[src/rtl/miner_pkg.sv]
// Shared definitions for the work-loading protocol: packet geometry, field
// byte offsets and the UART transmit FSM state encoding.
package miner_pkg;

  localparam int WORK_BYTES = 52;
  localparam int WORK_BITS  = 416;

  localparam int OFS_MIDSTATE  = 0;
  localparam int OFS_WORK_DATA = 32;
  localparam int OFS_NONCE_MIN = 44;
  localparam int OFS_NONCE_MAX = 48;

  typedef enum logic [1:0] {
    IDLE  = 2'd0,
    START = 2'd1,
    DATA  = 2'd2,
    STOP  = 2'd3
  } uart_state_t;

endpackage

[src/rtl/uart_tx_byte.sv]
// 8N1 byte serialiser. A new byte can be accepted in the last cycle of a stop
// bit, so consecutive bytes leave the line with no idle gap between them.
module uart_tx_byte
  import miner_pkg::*;
#(
  parameter int CLKS_PER_BIT = 1250
) (
  input  logic       clk,
  input  logic       reset,
  input  logic [7:0] data,
  input  logic       valid,
  output logic       ready,
  output logic       tx_serial,
  output logic [1:0] dbg_state
);

  localparam int TW = (CLKS_PER_BIT > 1) ? $clog2(CLKS_PER_BIT) : 1;
  localparam logic [TW-1:0] LAST_TICK = TW'(CLKS_PER_BIT - 1);

  uart_state_t   r_state, w_state_n;
  logic [TW-1:0] r_timer, w_timer_n;
  logic [2:0]    r_bit, w_bit_n;
  logic [7:0]    r_data, w_data_n;
  logic          w_bit_end;

  assign w_bit_end = (r_timer == LAST_TICK);
  assign dbg_state = r_state;

  always_ff @(posedge clk) begin
    if (reset) begin
      r_state <= IDLE;
      r_timer <= '0;
      r_bit   <= '0;
      r_data  <= '0;
    end else begin
      r_state <= w_state_n;
      r_timer <= w_timer_n;
      r_bit   <= w_bit_n;
      r_data  <= w_data_n;
    end
  end

  always_comb begin
    w_state_n = r_state;
    w_timer_n = r_timer;
    w_bit_n   = r_bit;
    w_data_n  = r_data;
    ready     = 1'b0;
    tx_serial = 1'b1;
    case (r_state)
      IDLE: begin
        ready = 1'b1;
        if (valid) begin
          w_state_n = START;
          w_timer_n = '0;
          w_bit_n   = '0;
          w_data_n  = data;
        end
      end
      START: begin
        tx_serial = 1'b0;
        w_timer_n = w_bit_end ? '0 : r_timer + 1'b1;
        if (w_bit_end) w_state_n = DATA;
      end
      DATA: begin
        tx_serial = r_data[r_bit];
        w_timer_n = w_bit_end ? '0 : r_timer + 1'b1;
        if (w_bit_end) begin
          if (r_bit == 3'd7) w_state_n = STOP;
          else               w_bit_n   = r_bit + 1'b1;
        end
      end
      STOP: begin
        ready     = w_bit_end;
        w_timer_n = w_bit_end ? '0 : r_timer + 1'b1;
        if (w_bit_end) begin
          if (valid) begin
            w_state_n = START;
            w_bit_n   = '0;
            w_data_n  = data;
          end else begin
            w_state_n = IDLE;
          end
        end
      end
      default: w_state_n = IDLE;
    endcase
  end

endmodule

[src/rtl/work_uart_tx.sv]
// Sends one mining job as a 52-byte UART packet (MSB byte first per field).
// Define WORK_TX_CHECKSUM_EN to append a 53rd XOR checksum byte.
module work_uart_tx
  import miner_pkg::*;
#(
  parameter int baud_rate    = 9600,
  parameter int sys_clk_freq = 12000000
) (
  input  logic         comm_clk,
  input  logic         reset,
  input  logic         start,
  input  logic [255:0] midstate,
  input  logic [95:0]  work_data,
  input  logic [31:0]  nonce_min,
  input  logic [31:0]  nonce_max,
  output logic         busy,
  output logic         done,
  output logic         tx_serial,
  output logic [1:0]   dbg_state
);

  localparam int CLKS_PER_BIT = sys_clk_freq / baud_rate;
`ifdef WORK_TX_CHECKSUM_EN
  localparam logic [5:0] TOTAL_BYTES = 6'(WORK_BYTES + 1);
`else
  localparam logic [5:0] TOTAL_BYTES = 6'(WORK_BYTES);
`endif

  logic [WORK_BITS-1:0] w_packet, r_shift;
  logic [5:0]           r_byte_cnt;
  logic                 r_busy, r_done;
  logic                 w_launch, w_more, w_finish;
  logic                 w_tx_valid, w_tx_ready;
  logic [7:0]           w_tx_data, w_next_byte;

  // Handshake to the serialiser: a byte moves when valid and ready are both
  // high on a clock edge; valid and data stay stable until that edge.
  assign w_packet   = {midstate, work_data, nonce_min, nonce_max};
  assign w_launch   = start & ~r_busy & ~r_done;
  assign w_more     = r_busy & (r_byte_cnt < TOTAL_BYTES);
  assign w_finish   = r_busy & (r_byte_cnt == TOTAL_BYTES) & w_tx_ready;
  assign w_tx_valid = w_launch | w_more;
  assign w_tx_data  = w_launch ? w_packet[WORK_BITS-1 -: 8] : w_next_byte;
  assign busy       = r_busy;
  assign done       = r_done;

`ifdef WORK_TX_CHECKSUM_EN
  logic [7:0] r_csum;

  assign w_next_byte = (r_byte_cnt == 6'(WORK_BYTES)) ? r_csum : r_shift[WORK_BITS-1 -: 8];

  // The payload is drained by then, so the checksum byte's own hand-off XORs in zero.
  always_ff @(posedge comm_clk) begin
    if (reset)                      r_csum <= '0;
    else if (w_launch)              r_csum <= w_packet[WORK_BITS-1 -: 8];
    else if (w_more && w_tx_ready)  r_csum <= r_csum ^ r_shift[WORK_BITS-1 -: 8];
  end
`else
  assign w_next_byte = r_shift[WORK_BITS-1 -: 8];
`endif

  always_ff @(posedge comm_clk) begin
    if (reset) begin
      r_shift    <= '0;
      r_byte_cnt <= '0;
      r_busy     <= 1'b0;
      r_done     <= 1'b0;
    end else begin
      r_done <= 1'b0;
      if (w_launch) begin
        r_shift    <= {w_packet[WORK_BITS-9:0], 8'h00};
        r_byte_cnt <= 6'd1;
        r_busy     <= 1'b1;
      end else if (w_more && w_tx_ready) begin
        r_shift    <= {r_shift[WORK_BITS-9:0], 8'h00};
        r_byte_cnt <= r_byte_cnt + 6'd1;
      end else if (w_finish) begin
        r_busy     <= 1'b0;
        r_done     <= 1'b1;
        r_byte_cnt <= '0;
      end
    end
  end

  uart_tx_byte #(
    .CLKS_PER_BIT(CLKS_PER_BIT)
  ) u_tx_byte (
    .clk      (comm_clk),
    .reset    (reset),
    .data     (w_tx_data),
    .valid    (w_tx_valid),
    .ready    (w_tx_ready),
    .tx_serial(tx_serial),
    .dbg_state(dbg_state)
  );

endmodule

[config.mk]
export PLATFORM = sky130hd
export DESIGN_NAME = work_uart_tx
export DESIGN_NICKNAME = d
export VERILOG_FILES = /design/src/rtl/miner_pkg.sv /design/src/rtl/uart_tx_byte.sv /design/src/rtl/work_uart_tx.sv
export SDC_FILE = /design/constraint.sdc
export NUM_CORES = 1
export LEC_CHECK = 0
export CAP_MARGIN = 25
export CORE_AREA = 2 2 192 194
export DETAILED_ROUTE_END_ITERATION = 6
export DIE_AREA = 0 0 194 196
export GPL_TIMING_DRIVEN = 0
export PLACE_DENSITY = 0.85
export SLEW_MARGIN = 30
export SYNTH_ARGS = -nofsm -noshare
export SYNTH_HDL_FRONTEND = slang
export SYNTH_HIERARCHICAL = 1
export SYNTH_SLANG_ARGS = --single-unit
[constraint.sdc]
create_clock -name comm_clk -period 6 [get_ports comm_clk]
set_input_delay 1.2 -clock comm_clk [delete_from_list [all_inputs] [get_ports comm_clk]]
set_output_delay 1.2 -clock comm_clk [all_outputs]
set_load 0.1 [all_outputs]
; ---- Yosys cells after proc, flatten, opt, wreduce, memory -nomap -nowiden
; Index checks and enable logic that the tools add are counted.
[op_classes]
multipliers = 0
n_div = 0
mux = 32
shifts = 0
n_reduce_logical = 15
n_eq_ne = 13
n_lt_le_gt_ge = 2
bitwise_logic = 8
n_addsub = 3
[ops]
columns = op, n
row1 = $mux W416, 2
row2 = $mux W8, 3
row3 = $mux W11, 2
row4 = $pmux W11 S2, 1
row5 = $pmux W8 S2, 1
row6 = $mux W3, 4
row7 = $mux W6, 2
row8 = $add A11 B1 Y11 const B, 1
row9 = $eq A11 B11 Y1 const B, 1
row10 = $mux W2, 5
row11 = $ne A2 B1 Y1 const B, 5
row12 = $pmux W3 S3, 1
row13 = $pmux W2 S4, 1
row14 = $reduce_bool A2 Y1, 4
row15 = $mux W1, 7
row16 = $add A6 B1 Y6 const B, 1
row17 = $eq A6 B6 Y1 const B, 1
row18 = $lt A6 B6 Y1 const B, 1
row19 = $reduce_bool A3 Y1, 2
row20 = $reduce_or A3 Y1, 2
row21 = $and A1 B1 Y1, 5
row22 = $reduce_and A5 Y1, 1
row23 = $eq A2 B2 Y1 const B, 2
row24 = $lt A3 B4 Y1 const B, 1
row25 = 13 further kinds, 17
[totals]
word_cells = 82
regBits = 440
mem_bits_ro = 0
memories = 0
latch_bits = 0
ram_bits = 0

; ---- Depth between registers and ports, before layout
; Gate-level depths: netlist of the first run.
[logic_depth]
depth_word = 7
mapped_depth = 13
ltp_nobuf = 10

; ---- By module
; The synthesis of the first run kept the hierarchy.
[modules_own_cells]
columns = mod, cells_per_inst, instances, area_per_inst_um2
row1 = work_uart_tx, 1893, 1, 18106.1
row2 = uart_tx_byte, 152, 1, 1407.6

; ---- Worst setup path after synthesis of the first run
; Ideal clock, no wire load.
[synth_path]
kind = reg2out
start = reg u_tx_byte.r_state[0], in the netlist u_tx_byte/dbg_state[0]
end = out tx_serial
stages_incl_launch_ff = 4
setup_slack_ns = 1.750
arrival_ns = 3.050
cell_sequence = dfxtp_1 -> inv_1 -> ha_1 -> mux2i_1
[synth_between]
elab_chain_len = 2
word_cells_on_any_way = 3
[synth_rtl]
columns = item, line_no
row1 = from (decl), uart_tx_byte.sv:20  ; uart_state_t r_state, w_state_n;
row2 = from (signal assigned), uart_tx_byte.sv:36  ; r_state <= w_state_n;
row3 = $eq A2 B2 Y1 / $eq A2 B1 Y1 (equally long branches), uart_tx_byte.sv:50  ; case (r_state)
row4 = $pmux W1 S2 (*), uart_tx_byte.sv:50
row5 = to (decl), work_uart_tx.sv:18  ; output logic tx_serial,
; Mark *: on every way between the ends. The rest lies on a longest branch, timed or not.

; ---- Worst setup path after layout of the first run
[layout_path]
start = reg u_tx_byte.r_bit[0]
end = out tx_serial
[layout_between]
elab_chain_len = 3
[layout_rtl]
columns = item, line_no
row1 = from (decl), uart_tx_byte.sv:22  ; logic [2:0] r_bit, w_bit_n;
row2 = from (signal assigned), uart_tx_byte.sv:38  ; r_bit <= w_bit_n;
row3 = $bmux W1 S3, uart_tx_byte.sv:66  ; tx_serial = r_data[r_bit];
row4 = $mux W1 (implied by the code), uart_tx_byte.sv:66
row5 = $pmux W1 S2, uart_tx_byte.sv:50
; No other way between the ends. The select of a mux whose other input is x is not followed.

==> reports/qor.yml, run 1 <==
run_status:
  outcome: "complete, no violations"
route:
  dr.pass1.iters: 5
  antenna_left: 0
  vias: 17780
  avgRoutedWirePerCell_um: 20.11
  drc_errors: 0
  routed_wl_um: 60850
  vias_per_cell: 5.875
  drt_iter0_drc: 1293
yosys:
  synth.cell_area_sq_um: 19510
  yosysTopAreaCell: "dfxtp_1"
  synth-edff-count: 0
  synth_ff_type: "dfxtp_1"
  yosysMostFrequentCell: "nand2_1"
  synthCells: 2045
  ys_types: 54
  yosys_warnings: 6
  seq_area_frac_synth: 0.4514
  synth_commonest_cells: "448 x nand2_1, 440 x dfxtp_1, 282 x a21oi_1, 225 x a22oi_2, 175 x a22oi_1"
  async_reset_ff_frac: 0
  yosys_register_bits: 440
  syn_nets: 2475
  synth_area_leaders: "dfxtp_1 45%, a22oi_2 14%, nand2_1 8.6%"
  synth.avg_cell_area_sq_um: 9.542
  synth_top_area_frac: 0.4514
clock_network:
  cts.clk_slew.worst_paths_ns: 0.06
  clkLatencyLatePin_ns: 0.56
  post_cts_buffers: 0
  cts_buffer_depth: 3
  cts.htree.levels: 2
  cts_hold_buf: 0
  clockRootBuffer: "clkbuf_16"
  cts_resized: 0
  cts_made_buffers: 46
  clock_sinks: 440
  cts_tree: "built"
timing:
  worst_pin_slew_ns: 0.9664
  finalMaxSlewViolations: 0
  hold_viol_final: 0
  rsz0062_at_grt: "false"
  fin_crit_ns: 3.976
  fin_crit_sh: 0.6626
  fmax_mhz: 251.5
  timing.setup.tns_ns: 0
  finClkSkew_ns: 0.01813
  relSlewSlack: 0.3537
  setup_viol: 0
power:
  p_per_area_nw_per_um2: 340.4
  p_leak_uw: 0.008671
  p_sw_frac: 0.3194
  internal-power_uw: 5998
  power_switching_uw: 2815
  power_frac_comb: 0.282
  ir_drop_mv: 0.2655
  power.clock.fraction: 0.330
  power_frac_seq: 0.388
grt:
  grt_pass1_wl_um: 94900
  grt_util_all_layers: 0.3094
  grt.met3_usage: 0.06223
  gr-usage-met2: 0.5123
  antenna_found_initial: 18
  grt_pass1_vias: 17770
  gr-max-usage-layer: "met2"
  grt-ovfl-total: 0
  grt_util_met1: 0.3936
  grt_max_degree: 15
die:
  core_sq_um: 36080
  die_h_um: 196
  start_util: 0.5408
  die_width_um: 194
  ios: 424
  design.die.area_sq_um: 38020
  rows: 70
layout:
  nNetsFinal: 2945
  syn2layout_area_growth_pct: 32.67
  fillCellCount: 2618
  drive_gt1_frac: 0.2242
  final_area_sq_um: 25890
setup_path:
  crit_path_max_fanout: 4
  reg2reg_slack_ns: 2.75
  critPathCaptureType: "output pin"
  arrival_ns: 2.78
  crit_type: "reg2out"
  regToRegStartpoint: "u_tx_byte/r_timer[0]"
  critPathCapture: "tx_serial"
  worstPathRequired_ns: 4.80
  rr_endpoint: "r_shift[346]"
  reg2reg_depth: 12
  crit_start: "u_tx_byte/r_bit[0]"
  critPathLaunchType: "flop"
placement:
  dp_hpwl_um: 45410
  placedInstanceArea_sq_um: 24320
  gp_congestion: 0.9427
  io_buffers: 422
hold_path:
  min_path_type: "reg2reg"
run:
  max-cap-violations: 0
==> flip-flops by register name, indices dropped and copies added (netlist names) <==
signal and count:
busy 1, done 1, r_byte_cnt 6, r_shift 408
u_tx_byte/dbg_state 2, u_tx_byte/r_bit 3, u_tx_byte/r_data 8, u_tx_byte/r_timer 11
==> worst min path at each step <==
stage | start | endpoint | slack, ns | depth (start not counted)
finish | r_shift[394] | r_shift[394] | 0.46 | 2
global route | r_shift[411] | r_shift[411] | 0.47 | 2
CTS | r_shift[359] | r_shift[359] | 0.46 | 2
detailed placement | r_shift[359] | r_shift[359] | 0.45 | 2
global placement | r_shift[90] | r_shift[90] | 0.44 | 2
floorplan | u_tx_byte/r_timer[10] | u_tx_byte/r_timer[10] | 0.43 | 1
==> cell type report <==
| type | count | area [sq um] | share of cell area |
|---|---|---|---|
| antenna | 16 | 40.04 | 0.001547 |
| buffer | 190 | 1185 | 0.04577 |
| clock buffer | 62 | 1323 | 0.05109 |
| clock inverter | 13 | 202.7 | 0.007829 |
| inverter | 9 | 33.78 | 0.001305 |
| multi-input combinational | 1406 | 9487 | 0.3664 |
| sequential | 440 | 8808 | 0.3402 |
| tap | 468 | 585.6 | 0.02262 |
| timing repair buffer | 422 | 4224 | 0.1632 |
==> metal layers <==
layer	wire (um)	part of all wire
met5	35	0.00058
met4	2559	0.042
met3	4395	0.072
met2	29270	0.48
met1	24590	0.40
==> kinds of logic (layout without fill, tap and decap cells) <==
| group | count (synthesis) | count (layout) | share of synthesized area |
|---|---|---|---|
| XOR/XNOR | 3 | 3 | 0.001347 |
| AND/OR/NAND/NOR | 527 | 527 | 0.1105 |
| multiplexers | 15 | 15 | 0.009041 |
| flip-flops | 440 | 440 | 0.4514 |
| other | 0 | 16 | 0 |
| buffers and inverters | 199 | 696 | 0.06245 |
| adder cells (fa/ha/maj) | 11 | 11 | 0.007053 |
| AO/OA/AOI/OAI | 850 | 850 | 0.3582 |
==> metrics by stage <==
stage / hold slack [ns] / utilization / std cells / setup WS [ns] / total power [uW]
floorplan: 0.4322 / - / 2045 / 1.750 / 5135
finish: 0.4558 / 0.7174 / 3026 / 2.024 / 8813
global route: 0.4749 / 0.7172 / 3023 / 1.910 / 9185
global placement: 0.4413 / 0.6741 / 2935 / 2.421 / 5843
CTS: 0.4557 / 0.7163 / 3010 / 2.020 / 8806
detailed placement: 0.4475 / 0.6741 / 2935 / 2.400 / 5914
==> power by group through the flow <==
stage	Combinational (uW)	Clock [uW]	Sequential, uW
detailed placement	2450	0	3470
finish	2490	2910	3420
global placement	2390	0	3450
floorplan	1680	0	3450
global route	2680	3070	3440
CTS	2470	2930	3410
==> cell usage in the layout (no fill, tap or decap), types with 5 or more instances in the layout <==
master	count
diode_2	16
buf_2	78
nand3_1	8
nand2_1	448
clkbuf_8	9
a22oi_1	175
nor2_1	23
buf_4	14
inv_1	9
bufinv_16	5
a2bb2oi_1	8
clkbuf_1	62
a31oi_1	6
nand2b_1	23
a22oi_2	225
clkbuf_16	47
nor3_1	5
clkdlybuf4s50_1	422
a21oi_1	282
ha_1	11
dfxtp_1	440
a21oi_2	132
buf_6	37
mux2i_1	12
==> critical path, cell delays in order (launching register included) <==
cell	delay, ns
dfxtp_1	0.44
mux4_2	0.54
mux2i_1	0.15
mux2i_1	0.11
clkdlybuf4s50_1	0.98
No activity file was read; power rests on OpenSTA's default activity.
==> inputs of run 2 (changes only) <==
CORE_AREA = 2 2 199 201   (was 2 2 192 194)
DIE_AREA = 0 0 201 203   (was 0 0 194 196)
PLACE_DENSITY = 0.8   (was 0.85)
clock period = 3.8 ns   (was 6 ns; I/O delays follow)
==> run 2 against run 1 <==
Combinational power rose by 57%; sequential share of layout area decreased by 0.20 points; clock skew is 0.0031 ns higher; final area up 0.58%; worst setup slack got worse by 1.4 ns; global-route usage fell by 3.2 points; total power grew 61%; register-to-register slack got worse by 2.2 ns; critical path type is now reg2reg.
==> reports/qor.yml, run 2 (synthesis gave the netlist of run 1 again) <==
setup_path:
  critPathLaunchType: "flop"
  crit_type: "reg2reg"
  critPathCaptureType: "flop"
  reg2reg_depth: 12  # unchanged
  crit_family: "simple AND/OR/NAND/NOR gates"
  arrival_ns: 3.71  # +0.93 ns
  crit_path_max_fanout: 10  # +6
  cpPeakStageDelay_ns: 0.49  # -0.49 ns
  path_cells: "ha_1 > or4b_4 > nor3_1 > a21oi_1 > nor2_1 > and2_1 > and2_1 > buf_6 > buf_6 > buf_4 > a22oi_1 > a21oi_1"
  worstPathRequired_ns: 4.29  # -0.51 ns
  slowest_stage: "or4b_4"
  cp.depth: 12  # +8
  critical_path_buf_inv_count: 3  # +2
power:
  p_per_area_nw_per_um2: 544.9  # +60%
  p_leak_uw: 0.008733  # +0.72%
  ir_drop_mv: 0.3348  # +26%
layout:
  multi_input_area_sq_um: 9490  # about the same
  fin_util: 0.6769  # -0.04050
  layout_common_cells: "448 x nand2_1, 440 x dfxtp_1, 418 x clkdlybuf4s50_1"
  final_area_sq_um: 26040  # +0.58%
  top_regs: "r_shift (408), u_tx_byte/r_timer (11), u_tx_byte/r_data (8)"
  layout_commonest_cell: "nand2_1"
  drive_gt1_frac: 0.2281  # +0.003824
  syn2layout_area_growth_pct: 33.44
  regMostFlops: "r_shift"
  largest_reg_flops: 408  # unchanged
  fillCellCount: 3052  # +17%
  register_area_sq_um: 8808  # unchanged
  nNetsFinal: 2946  # +0.034%
route:
  routed_wl_um: 58230  # -4.3%
  avgRoutedWirePerCell_um: 18.92  # -5.9%
  vias_per_cell: 5.649  # -3.8%
  drc_errors: 0  # unchanged
  dr.pass1.iters: 5  # unchanged
  vias: 17390  # -2.2%
  antenna_left: 0  # unchanged
  drt_iter0_drc: 964  # -25%
clock_network:
  cts.htree.levels: 2  # unchanged
  cts_made_buffers: 47  # +2.2%
  cts_buffer_depth: 3  # unchanged
  clockRootBuffer: "clkbuf_16"
  cts.clk_slew.worst_paths_ns: 0.07  # about the same
  post_cts_buffers: 0  # unchanged
  clock_sinks: 440  # unchanged
  cts_resized: 0  # unchanged
  clkLatencyLatePin_ns: 0.58  # +0.02 ns
  cts_tree: "built"
  cts_hold_buf: 0  # unchanged
grt:
  grt_max_degree: 16  # +1
  grt_util_all_layers: 0.2770  # -0.03243
  grt-ovfl-total: 0  # unchanged
  antenna_found_initial: 8  # -10
  grt_pass1_vias: 17510  # -1.5%
  grt_pass1_wl_um: 91850  # -3.2%
run_status:
  outcome: "complete, no violations"
timing:
  fmax_mhz: 311.3
  finalMaxSlewViolations: 0  # unchanged
  fin_crit_ns: 3.213
  worst_pin_slew_ns: 1.031  # +0.06496 ns
  hold_viol_final: 0  # unchanged
  setup_viol: 0  # unchanged
  timing.setup.tns_ns: 0  # unchanged
  fin_crit_sh: 0.8454
  finClkSkew_ns: 0.02123  # +0.003105 ns
  postLayoutSetupSlackWorst_ns: 0.5874  # -1.437 ns
  relSlewSlack: 0.3103  # -0.04344
  hold_ws_ns: 0.4555  # -0.0002820 ns
  rsz0062_at_grt: "false"
placement:
  io_buffers: 422  # unchanged
  pre_cts_slack_ns: 0.6529  # -1.747 ns
  placedInstanceArea_sq_um: 24370  # +0.19%
  dp_hpwl_um: 43320  # -4.6%
  gp_congestion: 0.9438  # +0.12%
hold_path:
  hold_depth: 2  # unchanged
  min_path_type: "reg2reg"
die:
  die_h_um: 203  # +3.6%
  start_util: 0.5073  # -0.03349
  die_width_um: 201  # +3.6%
  ios: 424  # unchanged
  rows: 72  # +2.9%
  core_sq_um: 38470  # +6.6%
  design.die.area_sq_um: 40800  # +7.3%
run:
  max-cap-violations: 0  # unchanged
==> run 2: area by class of cell <==
type                    count  share of cell area
clock inverters            20             0.01129
multi-input cells        1406              0.3645
plain buffers             190             0.04550
well taps                 518             0.02489
inverters                   9            0.001297
diodes                      8           0.0007688
repair buffers            422              0.1614
flip-flops and latches    440              0.3383
clock buffers              65             0.05209
==> run 2: where the power goes <==
part	internal (uW)	switching (uW)
Clock	2970	1910
Sequential	5070	308
Combinational	1630	2300
==> run 2: worst paths after layout <==
check	startpoint	endpoint	slack, ns
setup / recovery	u_tx_byte/r_timer[0]	r_shift[337]	0.59
hold / removal	r_shift[393]	r_shift[393]	0.46
setup reg to reg	u_tx_byte/r_timer[0]	r_shift[337]	0.59
hold reg to reg	r_shift[393]	r_shift[393]	0.46
==> run 2: per-layer routing <==
layer | wire [um] | vias to the layer above | global-route usage
met5 | 0 | - | 0
met4 | 1678 | 0 | 0.1016
met3 | 3941 | 111 | 0.05377
met2 | 28310 | 612 | 0.4758
met1 | 24300 | 8318 | 0.3455
li1 | - | 8346 | -
==> run 2: worst register-to-register path, stage by stage, from the launching register on <==
cell and delay [ns]:
dfxtp_1 0.45, ha_1 0.18, or4b_4 0.49, nor3_1 0.47
a21oi_1 0.13, nor2_1 0.17, and2_1 0.25, and2_1 0.17
buf_6 0.19, buf_6 0.19, buf_4 0.20, a22oi_1 0.11
a21oi_1 0.14
==> run 2: per-stage QoR <==
stage / total power [uW] / cells
after floorplan: 8114 / 2045
after global placement: 9269 / 2985
after detailed placement: 9360 / 2985
after CTS: 14240 / 3070
after global routing: 14780 / 3077
final: 14190 / 3078
